===== src/rtl/reset_sequencer.sv =====
// Staged reset release: memory, then peripheral, then core, with a memory-ready handshake and warm reset.
// Define RST_SEQ_WDT_EN to add the MEM_READY watchdog and the sticky SEQ_FAULT flag.
module reset_sequencer #(
    parameter int unsigned HOLD_CYCLES    = 16,
    parameter int unsigned STAGE_GAP      = 8,
    parameter int unsigned TIMEOUT_CYCLES = 1024,
    parameter int unsigned CNT_W          = 11
) (
    input  logic CLK,
    input  logic RST,
    input  logic MEM_READY,
    input  logic SW_RST_REQ,
    output logic MEM_RESET_N,
    output logic PERIPH_RESET_N,
    output logic CORE_RESET_N,
    output logic SEQ_DONE,
    output logic SEQ_FAULT
);

    typedef enum logic [2:0] {
        ST_HOLD       = 3'd0,
        ST_REL_MEM    = 3'd1,
        ST_WAIT_MEM   = 3'd2,
        ST_GAP_PERIPH = 3'd3,
        ST_GAP_CORE   = 3'd4,
        ST_RUN        = 3'd5,
        ST_WARM       = 3'd6
    } state_t;

    localparam logic [CNT_W-1:0] HOLD_LOAD    = CNT_W'(HOLD_CYCLES - 32'd1);
    localparam logic [CNT_W-1:0] GAP_LOAD     = CNT_W'(STAGE_GAP - 32'd1);
    localparam logic [CNT_W-1:0] TIMEOUT_LOAD = CNT_W'(TIMEOUT_CYCLES - 32'd1);

    state_t           state_r, state_s;
    logic [CNT_W-1:0] cnt_r, cnt_s;
    logic             mem_r, mem_s;
    logic             periph_r, periph_s;
    logic             core_r, core_s;
    logic             done_r, done_s;
    logic             fault_r, fault_s;
    logic             cnt_zero_s;

    assign cnt_zero_s = (cnt_r == {CNT_W{1'b0}});

    // State, counter and output registers; RST clears everything asynchronously.
    always_ff @(posedge CLK or posedge RST) begin
        if (RST) begin
            state_r  <= ST_HOLD;
            cnt_r    <= HOLD_LOAD;
            mem_r    <= 1'b0;
            periph_r <= 1'b0;
            core_r   <= 1'b0;
            done_r   <= 1'b0;
            fault_r  <= 1'b0;
        end else begin
            state_r  <= state_s;
            cnt_r    <= cnt_s;
            mem_r    <= mem_s;
            periph_r <= periph_s;
            core_r   <= core_s;
            done_r   <= done_s;
            fault_r  <= fault_s;
        end
    end

    // Next-state, counter and registered-output decode.
    always_comb begin
        state_s  = state_r;
        cnt_s    = cnt_r;
        mem_s    = mem_r;
        periph_s = periph_r;
        core_s   = core_r;
        done_s   = 1'b0;
        fault_s  = fault_r;
        case (state_r)
            ST_HOLD: begin
                if (cnt_zero_s) begin
                    state_s = ST_REL_MEM;
                end else begin
                    cnt_s = cnt_r - {{(CNT_W-1){1'b0}}, 1'b1};
                end
            end
            ST_REL_MEM: begin
                // The timeout load is harmless when the watchdog is compiled out.
                mem_s   = 1'b1;
                cnt_s   = TIMEOUT_LOAD;
                state_s = ST_WAIT_MEM;
            end
            ST_WAIT_MEM: begin
                if (MEM_READY) begin
                    cnt_s   = GAP_LOAD;
                    state_s = ST_GAP_PERIPH;
                end else begin
`ifdef RST_SEQ_WDT_EN
                    if (cnt_zero_s) begin
                        fault_s = 1'b1;
                        cnt_s   = GAP_LOAD;
                        state_s = ST_GAP_PERIPH;
                    end else begin
                        cnt_s = cnt_r - {{(CNT_W-1){1'b0}}, 1'b1};
                    end
`else
                    state_s = ST_WAIT_MEM;
`endif
                end
            end
            ST_GAP_PERIPH: begin
                if (cnt_zero_s) begin
                    periph_s = 1'b1;
                    cnt_s    = GAP_LOAD;
                    state_s  = ST_GAP_CORE;
                end else begin
                    cnt_s = cnt_r - {{(CNT_W-1){1'b0}}, 1'b1};
                end
            end
            ST_GAP_CORE: begin
                if (cnt_zero_s) begin
                    core_s  = 1'b1;
                    state_s = ST_RUN;
                end else begin
                    cnt_s = cnt_r - {{(CNT_W-1){1'b0}}, 1'b1};
                end
            end
            ST_RUN: begin
                if (SW_RST_REQ) begin
                    periph_s = 1'b0;
                    core_s   = 1'b0;
                    cnt_s    = HOLD_LOAD;
                    state_s  = ST_WARM;
                end else begin
                    done_s = 1'b1;
                end
            end
            ST_WARM: begin
                // Memory stays out of reset, so the sequence resumes at the peripheral gap.
                if (cnt_zero_s) begin
                    cnt_s   = GAP_LOAD;
                    state_s = ST_GAP_PERIPH;
                end else begin
                    cnt_s = cnt_r - {{(CNT_W-1){1'b0}}, 1'b1};
                end
            end
            default: begin
                state_s  = ST_HOLD;
                cnt_s    = HOLD_LOAD;
                mem_s    = 1'b0;
                periph_s = 1'b0;
                core_s   = 1'b0;
            end
        endcase
    end

    assign MEM_RESET_N    = mem_r;
    assign PERIPH_RESET_N = periph_r;
    assign CORE_RESET_N   = core_r;
    assign SEQ_DONE       = done_r;
`ifdef RST_SEQ_WDT_EN
    assign SEQ_FAULT      = fault_r;
`else
    assign SEQ_FAULT      = 1'b0;
`endif

endmodule


===== config.mk =====
export PLATFORM = sky130hd
export DESIGN_NAME = reset_sequencer
export DESIGN_NICKNAME = d
export VERILOG_FILES = /design/src/rtl/reset_sequencer.sv
export SDC_FILE = /design/constraint.sdc
export NUM_CORES = 1
export LEC_CHECK = 0
export BUFFER_PORTS_ARGS = -buffer_cell sky130_fd_sc_hd__buf_2
export CAP_MARGIN = 30
export CORE_MARGIN = 2
export CORE_UTILIZATION = 54
export CTS_CLUSTER_SIZE = 25
export DETAILED_ROUTE_END_ITERATION = 10
export PLACE_DENSITY = 0.84
export REMOVE_ABC_BUFFERS = 1
export SYNTH_ARGS = -nofsm -noshare
export SYNTH_HDL_FRONTEND = slang
export SYNTH_SLANG_ARGS = --single-unit

===== constraint.sdc =====
create_clock -name CLK -period 2.65 [get_ports CLK]
set_input_delay 0.3975 -clock CLK [delete_from_list [all_inputs] [get_ports CLK]]
set_output_delay 0.3975 -clock CLK [all_outputs]
set_load 0.02 [all_outputs]

Yosys cells after proc, flatten, opt, wreduce, memory -nomap -nowiden. Index checks and enable logic that the tools add are counted.

Register bits after elaboration: 18. Input port bits: 4. Logic and storage cells: 52.

Add/subtract/negate cells: 1. Eq/ne operators: 13. Muxes and demuxes: 19. Bitwise operators: 2. Reduce and logical (&&, ||, !) cells: 11.

Operator list (count): case mux 11 bit (5 select lines) (1); 2-to-1 mux 11 bit (4); case mux 3 bit (7 select lines) (1); 2-to-1 mux 3 bit (5); inequality test 2 bit, second input constant (7); zero test 11 bit (1); subtractor 11 x 1 -> 11 bit, second input constant (1); OR reduction 5 bit (2); == test 3 bit, second input constant (3); AND reduction 3 bit (3); == test 3 x 2 -> 1 bit, second input constant (2); case mux 1 bit (3 select lines) (2); OR reduction 6 bit (1); 2-to-1 mux 1 bit (5); AND reduction 5 bit (1); OR reduction 2 bit (2); == test 3 x 1 -> 1 bit, second input constant (1); zero test 3 bit (1); NOT 1 bit (2); case mux 1 bit (2 select lines) (1).

Longest topological paths before layout. Gate-level depths: netlist of run 1.

Depth after elaboration: 4. Mapped depth: 7. Mapped depth without buffers: 7.

Least setup slack after synthesis of run 1. No wires, ideal clock.

Path type: register -> register. From: register cnt_r[0]. To: register cnt_r[4]. Setup time: 121 ps. Arrival: 1882 ps. Slack: 647 ps. Stages on the path, launching flop included: 8. Path buffers: 0. Clock period less this slack: 2003 ps. Cell sequence: dfstp_2 -> inv_1 -> ha_1 -> or3b_2 -> nor4_4 -> or2_2 -> o21ai_1 -> a22o_1.

Word-level cells in the longest chain between the ends: 3. Elaborated cells on any way between the ends: 7. Those cells by class: add/sub (1); eq/ne (1); mux (3); reduce/logical (2).

Ends and longest elaborated chain: from (decl) (RTL line 35) `logic [CNT_W-1:0] cnt_r, cnt_s;`; from (signal assigned) (RTL line 57) `cnt_r <= cnt_s;`; subtractor 11 x 1 -> 11 bit or zero test 11 bit (tied branches); 2-to-1 mux 11 bit (tied with other cells) (RTL line 108, 136); case mux 11 bit (5 select lines) or AND reduction 3 bit (tied branches).

Several ways; a longest one is shown, not always the timed one. The select of a mux whose other input is x is not followed. A chain may end at the register's enable or synchronous reset.

Worst setup path after layout of run 1. Ends and elaborated chain as after synthesis.

==> flow_summary.ini, run 1 <==
[die]
initial_utilization_pct = 56.8
io_pins = 9
die_x_um = 49.4
num_rows = 16
die_area_sq_mm = 0.00244
core_sq_mm = 0.00196
die_y_um = 49.4

[clock_tree]
cts_buffer_depth = 2
clkTransAtPathRegs_ps = 100
ctsHoldBuffers = 0
cts_max_level = 1
cts_tree = done
cts_resized = 0
numCtsBuffers = 3
clock_latency_ps = 290
root_buffer = clkbuf_4
cts_setup_buffers = 0
clkSinkCount = 18

[setup_path]
worstSetupPathType = reg -> reg
slowest_stage = or3b_2
crit_path_end_kind = flip-flop
cp.arrival_ps = 2410
worstSetupStartpointType = flip-flop
required_ps = 2840
path_max_fanout = 6
path_cells = inv_1 > ha_1 > or3b_2 > nor4_4 > or2_2 > o21ai_1 > a22o_1
max_stage_delay_ps = 530

[timing]
hold_slack_ps = 176
hold_violations = 0
slew_headroom_pct = 51.3
min_period_ps = 2230
finalCritPeriodShare_pct = 84.1
worstMarginPinSlew_ps = 724
setup-violations-final = 0
clock.fmax_mhz = 449
rsz0062_at_grt = false
fin_worst_skew_ps = 1.92
tns_ps = 0
drv_slew = 0

[detailed_routing]
wl_mm = 2.38
via_per_inst = 6.20
drt-initial-drc-count = 70
vias = 1016
wl_per_cell_um = 14.5
antenna_left = 0
first_pass_iters = 5
drc_errors = 0

[global_routing]
antenna_found_initial = 0
gr-total-overflow = 0
grt_pass1_wl_mm = 4.12
grt_pass1_vias = 935
track_usage_pct = 21.8
grt_max_degree = 19

[pwr]
powerDensity_mw_per_mm2 = 1260
vdd.ir_drop.worst_uv = 704
p_leak_nw = 0.550

[synth]
ys_types = 41
ys_ff_latch = 18
yosys.area.top_type_share_pct = 31.4
yosysSeqAreaShare_pct = 40.9
avgSynthCellArea_sq_um = 8.58
syn-instance-count = 130
synth_area_leader_cell = dfrtp_1
synth_warnings = 0
syn_area_sq_mm = 0.00111
synth.area.top_cells = dfrtp_1 31%, dfstp_2 9.4%, o21ai_1 8.1%

[run_status]
status = finished, final reports clean

[placement]
dp.cells = 160
portBuffers = 7
dpl.hpwl_mm = 1.76
placed_area_sq_mm = 0.00116
place.gp.congestion = 0.923

[layout]
fin_cells = 164
nNetsFinal = 144
final_common_cell = o21ai_1
num-fill-cells = 175
drive_gt1_share_pct = 17.5
num_antenna_cells = 0
syn2layout_area_growth_pct = 7.74
layout.cells.most_common_list = 18 x o21ai_1, 14 x dfrtp_1, 14 x nand2_1
design_area_sq_mm = 0.00120

[hold_path]
min_path_type = in -> async

[run]
drv_cap = 0
==> worst max-delay path, delay by kind of cell (launching register included) <==
kind | cells | cell delay, ps
flip-flops | 1 | 390
adder cells (fa/ha/maj) | 1 | 150
buffers and inverters | 1 | 110
AND/OR/NAND/NOR | 3 | 1140
AO/OA/AOI/OAI | 2 | 350
==> Yosys cell counts <==
master / instances
o21ai_1: 18
dfrtp_1: 14
nand2_1: 14
nor2_1: 13
inv_1: 8
a31oi_1: 5
o21ai_0: 5
a21oi_1: 4
dfstp_2: 4
nor2b_1: 4
nor3_1: 4
a22o_1: 3
clkbuf_1: 3
o2bb2ai_1: 3
ha_1: 2
a211oi_1: 1
a21o_1: 1
a21oi_2: 1
a22oi_1: 1
a311oi_1: 1
a32o_1: 1
and2_1: 1
and3_1: 1
buf_4: 1
conb_1: 1
inv_2: 1
nand2b_1: 1
nand3_1: 1
nor3_4: 1
nor4_1: 1
nor4_4: 1
nor4bb_1: 1
o21bai_1: 1
o22ai_1: 1
o32ai_2: 1
or2_1: 1
or2_2: 1
or3_1: 1
or3b_2: 1
or4_4: 1
xnor2_2: 1
==> worst paths after layout <==
kind / end / startpoint / slack, ps / cells past startpoint
setup / recovery: cnt_r[4] / cnt_r[0] / 420 / 7
hold / removal: MEM_RESET_N / RST / 180 / 2
setup reg to reg: cnt_r[4] / cnt_r[0] / 420 / 7
hold reg to reg: CORE_RESET_N / CORE_RESET_N / 530 / 2
max in group asynchronous: state_r[0] / RST / 2070 / 2
min in group CLK: SEQ_DONE / SW_RST_REQ / 340 / 2
==> area by class of cell <==
cell class              instances  area (sq um)  area share [%]
clock buffers                   4          36.3            3.02
flip-flops and latches         18           455            37.9
inverters                       9          33.8            2.81
multi-input cells              99           607            50.5
repair buffers                  7          35.0            2.92
well taps                      27          33.8            2.81
==> metal layers <==
metal / part of all wire, % / GRT usage, % / up-vias
met5: 0 / 0 / -
met4: 2.6 / 10.2 / 0
met3: 7.5 / 3.99 / 9
met2: 47 / 34.2 / 49
met1: 43 / 29.2 / 479
li1: - / - / 479
==> registers in the layout, indices dropped and copies added (netlist names) <==
name            cells
PERIPH_RESET_N      1
SEQ_DONE            1
CORE_RESET_N        1
MEM_RESET_N         1
cnt_r              11
state_r             3
==> cell families (layout without fill, tap and decap cells) <==
group	after synthesis	in the layout	synth area share, %
buffers and inverters	13	20	4.71
and+or+nand+nor	48	48	23.6
DFF	18	18	40.9
xor gates and xnor gates	1	1	1.46
AOI/OAI and AO/OA	47	47	26.8
other	1	1	0.336
adders and majority gates	2	2	2.24
==> per-stage QoR <==
stage	setup WS, ps	power [W]	utilization (%)
global placement	521	0.00132	59.4
detailed placement	458	0.00133	59.4
finish	421	0.00151	61.2
global route	309	0.00164	61.2
CTS	443	0.00150	61.2
floorplan	647	0.00114	-
==> power breakdown <==
group / internal (W) / total, W / leakage [nW] / switching, W
Combinational: 0.000311 / 0.000798 / 0.317 / 0.000486
Clock: 0.0000836 / 0.000168 / 0.0210 / 0.0000840
Sequential: 0.000407 / 0.000546 / 0.212 / 0.000139
Total: 0.000802 / 0.00151 / 0.550 / 0.000709
No activity file was read; power rests on OpenSTA's default activity.
==> run 2: changes to the inputs <==
--- a/config.mk
+++ b/config.mk
@@ -5,6 +5,7 @@
 export SDC_FILE = /design/constraint.sdc
 export NUM_CORES = 1
 export LEC_CHECK = 0
+export ABC_AREA = 1
 export BUFFER_PORTS_ARGS = -buffer_cell sky130_fd_sc_hd__buf_2
 export CAP_MARGIN = 30
 export CORE_MARGIN = 2
==> constraint.sdc (replaced) <==
create_clock -name CLK -period 2.1 [get_ports CLK]
set_input_delay 0.315 -clock CLK [delete_from_list [all_inputs] [get_ports CLK]]
set_output_delay 0.315 -clock CLK [all_outputs]
set_load 0.02 [all_outputs]
==> run 2 against run 1 <==
Fmax increased by 30%. Routed wire length decreased by 3.6%. Synthesized cell count increased by 25%. Sequential power increased by 19%. Sequential cell count unchanged. Setup slack got worse by 35 ps. Critical path type unchanged. Critical endpoint unchanged. Largest cell class unchanged.
==> flow_summary.ini, run 2 <==
[run_status]
status = finished, final reports clean

[synth]
synth_flop_cell = dfrtp_1
syn_area_sq_mm = 0.00118
synth_common_cells = 49 x nand2_1, 20 x inv_1, 16 x nor2_1
syn-instance-count = 163
avgSynthCellArea_sq_um = 7.26
synth_warnings = 0
synth_area_leader_cell = dfrtp_1
async_flop_share_pct = 100
yosys.area.top_type_share_pct = 29.6
ys_ff_latch = 18
synth-edff-count = 0
synth.area.top_cells = dfrtp_1 30%, nand2_1 16%, dfstp_2 8.9%
synth.most_common_cell = nand2_1
ys_types = 27
yosysSeqAreaShare_pct = 38.5

[detailed_routing]
antenna_left = 0
drt-initial-drc-count = 33
wl_mm = 2.30
vias = 1012
drc_errors = 0
via_per_inst = 5.11
wl_per_cell_um = 11.6
first_pass_iters = 4

[run]
drv_cap = 0

[setup_path]
slowest_stage = dfstp_2
worstSetupStartpointType = flip-flop
worstRegToRegCells = 9
crit_cells = 9
cpMostUsedCell = nand2_1
worst-path-buf-inv = 2
path_delay_family = simple AND/OR/NAND/NOR gates
regToRegSetupSlack_ps = 390
path_max_fanout = 13
max_stage_delay_ps = 380
path_cells = inv_1 > ha_1 > nand2_1 > nor2_1 > nand3_1 > nand2_4 > inv_2 > nand2_1 > nand2_1
cp.arrival_ps = 1910
required_ps = 2300
worstSetupPathType = reg -> reg
crit_path_end_kind = flip-flop
rr_endpoint = cnt_r[4]
worstReg2RegStart = cnt_r[0]

[layout]
nNetsFinal = 178
drive_gt1_share_pct = 21.1
layout.cells.most_common_list = 49 x nand2_1, 20 x inv_1, 16 x nor2_1
syn2layout_area_growth_pct = 6.87
num-fill-cells = 183
reg_top3 = cnt_r (11), state_r (3)
design_area_sq_mm = 0.00126
largest_reg_flops = 11
top_register = cnt_r
num_antenna_cells = 0
utilization_pct = 62.6
final_common_cell = nand2_1

[pwr]
p_leak_nw = 0.666
powerDensity_mw_per_mm2 = 1510
vdd.ir_drop.worst_uv = 965

[clock_tree]
cts_max_level = 1
clkSinkCount = 18
cts_resized = 0
cts_setup_buffers = 0
cts_buffer_depth = 2
root_buffer = clkbuf_4
clock_latency_ps = 300
numCtsBuffers = 3
ctsHoldBuffers = 0
cts_tree = done
clkTransAtPathRegs_ps = 100

[die]
num_rows = 16
io_pins = 9
initial_utilization_pct = 58.5
core_sq_mm = 0.00202
die_y_um = 50.8
die_area_sq_mm = 0.00258
die_x_um = 50.8

[global_routing]
grt_pass1_wl_mm = 4.30
antenna_found_initial = 0
grt_pass1_vias = 995
gr-total-overflow = 0
track_usage_pct = 22.3
grt_max_degree = 19

[placement]
place.gp.congestion = 0.859
dpl.hpwl_mm = 1.68
portBuffers = 7
placed_area_sq_mm = 0.00123

[timing]
fin_worst_skew_ps = 0.834
min_period_ps = 1710
tns_ps = 0
worstMarginPinSlew_ps = 681
hold_violations = 0
setup-violations-final = 0
drv_slew = 0
clock.fmax_mhz = 583
slew_headroom_pct = 54.6
finalCritPeriodShare_pct = 81.6
rsz0062_at_grt = false

[hold_path]
min_path_type = in -> async
[run 2: final cells by class]
class                      instances  area (sq um)  share of cell area, %
multi-input combinational        118           614                   48.6
inverter                          24          90.1                   7.12
timing repair buffer               7          35.0                   2.77
clock buffer                       4          36.3                   2.87
tap                               27          33.8                   2.67
sequential                        18           455                   36.0
[run 2: worst max path at each step]
stage,from,endpoint
after CTS,cnt_r[0],cnt_r[4]
after global routing,cnt_r[0],cnt_r[4]
after floorplan,cnt_r[0],cnt_r[3]
after detailed placement,cnt_r[0],cnt_r[1]
after global placement,cnt_r[0],cnt_r[1]
final,cnt_r[0],cnt_r[4]
[run 2: routing by layer]
layer	global-route usage [%]	vias up	share of wire, %
li1	-	516	-
met1	27.2	457	45
met2	38.4	32	49
met3	2.63	7	3.7
met4	12.2	0	2.5
met5	0	-	0
[run 2: through the flow]
stage,std cells,total power [W],setup WS [ps],hold WS [ps]
2_1_floorplan,160,0.00147,651,251
6_report,198,0.00191,386,93.2
3_3_place_gp,194,0.00164,517,434
4_1_cts,198,0.00192,414,112
3_5_place_dp,194,0.00169,474,445
5_1_grt,198,0.00211,256,171
[run 2: logic make-up (layout without fill, tap and decap cells)]
kind of cell,after synthesis,after routing,synth area share [%]
adder cells (fa/ha/maj),2,2,2.11
AO/OA/AOI/OAI,21,21,9.94
XOR/XNOR,5,5,3.70
flip-flops,18,18,38.5
AND/OR/NAND/NOR,89,89,35.8
buffers and inverters,27,35,9.62
other,1,1,0.317
[run 2: report_power, final]
group          total, W  leakage [nW]  internal (W)  switching (W)
clock network  0.000220        0.0210      0.000106       0.000114
registers      0.000649         0.224      0.000510       0.000139
logic           0.00105         0.421      0.000358       0.000688
==> run 3: changes to the inputs <==
--- a/config.mk
+++ b/config.mk
@@ -9,7 +9,7 @@
 export BUFFER_PORTS_ARGS = -buffer_cell sky130_fd_sc_hd__buf_2
 export CAP_MARGIN = 30
 export CORE_MARGIN = 2
-export CORE_UTILIZATION = 54
+export CORE_UTILIZATION = 52
 export CTS_CLUSTER_SIZE = 25
 export DETAILED_ROUTE_END_ITERATION = 10
 export PLACE_DENSITY = 0.84
==> constraint.sdc (replaced) <==
create_clock -name CLK -period 1.4 [get_ports CLK]
set_input_delay 0.21 -clock CLK [delete_from_list [all_inputs] [get_ports CLK]]
set_output_delay 0.21 -clock CLK [all_outputs]
set_load 0.02 [all_outputs]
==> run 3 against run 2 <==
The run now ends with negative setup slack left. Routed wire length is 54% higher. Total power up 110%. Combinational power grew to 2.5 times the previous value. Cell count is 12% higher. Core utilization grew 13 points. Setup slack lost 470 ps. Non-clock buffer count is 22 higher. Critical path type unchanged.
==> flow_summary.ini, run 3 (same netlist as run 2, synthesis figures left out) <==
[die]
die_area_sq_mm = 0.00267
die_x_um = 51.7
core_sq_mm = 0.00219
num_rows = 17
die_y_um = 51.7
io_pins = 9
initial_utilization_pct = 54.0

[setup_path]
cp.arrival_ps = 1700
worstSetupPathType = reg -> reg
required_ps = 1610
worstRegToRegCells = 10
crit_path_end_kind = flip-flop
path_max_fanout = 8
worstReg2RegStart = state_r[0]
rr_endpoint = cnt_r[8]
worstSetupStartpointType = flip-flop
regToRegSetupSlack_ps = -80

[run_status]
status = complete, but fails checks
violations = negative setup slack

[timing]
setup-violations-final = 13
setup_slack_ps = -84.0
hold_slack_ps = 226
clock.fmax_mhz = 674
hold_violations = 0
drv_slew = 0
fin_worst_skew_ps = 8.69
rsz0062_at_grt = true
min_period_ps = 1480
finalCritPeriodShare_pct = 106
tns_ps = -586

[clock_tree]
clock_latency_ps = 320
cts_tree = done
root_buffer = clkbuf_4
cts_buffer_depth = 2
clkTransAtPathRegs_ps = 120
clkSinkCount = 18
cts_max_level = 1
numCtsBuffers = 3

[pwr]
p_leak_nw = 0.827
vdd.ir_drop.worst_uv = 1520
powerDensity_mw_per_mm2 = 2420

[layout]
final_common_cell = nand2_1
top_register = cnt_r
reg_top3 = cnt_r (11), state_r (3)
nNetsFinal = 201
fin_cells = 222
largest_reg_flops = 11
layout.cells.most_common_list = 41 x nand2_1, 20 x buf_4, 18 x inv_1
syn2layout_area_growth_pct = 39.7
num_antenna_cells = 0
drive_gt1_share_pct = 47.4
design_area_sq_mm = 0.00165

[run]
drv_cap = 0

[hold_path]
holdPathEnd = SEQ_DONE
min_path_cells = 3
min_path_type = in -> reg
holdCritStartpoint = SW_RST_REQ

[global_routing]
grt_max_degree = 19
grt_pass1_wl_mm = 5.20
gr-total-overflow = 0
grt_pass1_vias = 1187
antenna_found_initial = 0
track_usage_pct = 26.5

[detailed_routing]
wl_per_cell_um = 15.9
antenna_left = 0
vias = 1215
wl_mm = 3.54
drc_errors = 0
first_pass_iters = 4
via_per_inst = 5.47
drt-initial-drc-count = 54

[placement]
dpl.hpwl_mm = 1.92
portBuffers = 7
place.gp.congestion = 0.853
dp.cells = 212
placed_area_sq_mm = 0.00136
run 3: changes by cell type in the layout (fill, tap and decap cells not counted), sizes merged:
cell,delta
buf,+21
dlygate4sd3,+1
nand2,+1
run 3: power by group:
group / total [W] / internal [W] / switching [W]
Sequential: 0.00101 / 0.000775 / 0.000240
Combinational: 0.00264 / 0.00102 / 0.00161
Clock: 0.000349 / 0.000159 / 0.000190
Total: 0.00400 / 0.00196 / 0.00204
run 3: final cells by class:
type	count	area, sq um
clock buffers	4	36.3
flip-flops and latches	18	459
inverters	24	103
well taps	28	35.0
multi-input cells	119	815
fillers	149	537
repair buffers	29	206
run 3: how the worst max path moves through the flow:
stage	start	to	cells past startpoint
3_3_place_gp	cnt_r[0]	cnt_r[3]	9
4_1_cts	cnt_r[1]	cnt_r[3]	9
2_1_floorplan	cnt_r[0]	cnt_r[3]	9
6_report	state_r[0]	cnt_r[8]	10
3_5_place_dp	cnt_r[0]	cnt_r[3]	9
5_1_grt	state_r[0]	cnt_r[7]	10
run 3: through the flow:
stage / utilization [%] / total power [W] / setup slack [ps]
after floorplan: - / 0.00220 / -48.7
after global placement: 62.0 / 0.00271 / -102
after detailed placement: 62.0 / 0.00280 / -155
after CTS: 70.0 / 0.00344 / -18.9
after global routing: 75.5 / 0.00422 / -134
final: 75.5 / 0.00400 / -84.0
run 3: what timing repair did:
| item | in CTS | in global routing |
|---|---|---|
| pin swaps | 12 | 12 |
| cloned | 1 | 0 |
| buffers inserted | 3 | 1 |
| setup endpoints to repair | 16 | 16 |
| endpoints found under the hold margin | 14 | 0 |
| hold buffers | 1 | 0 |
| resized for setup | 30 | 29 |
run 3: worst max-delay path, stage by stage, from the launching register on:
cell and delay [ps]:
dfrtp_2 510, nand2_1 130, nand2_1 100, nor2_4 150
nor2_4 60, nand2_4 100, nand2_4 80, nand2_2 60
nand2_1 50, nand2_1 70, nand2_1 50
run 3: per-layer routing:
metal	track usage [%]	up-vias	share of wire (%)
li1	-	565	-
met1	30.8	584	42
met2	45.1	53	50
met3	5.17	13	5.3
met4	15.4	0	2.7
met5	0	-	0
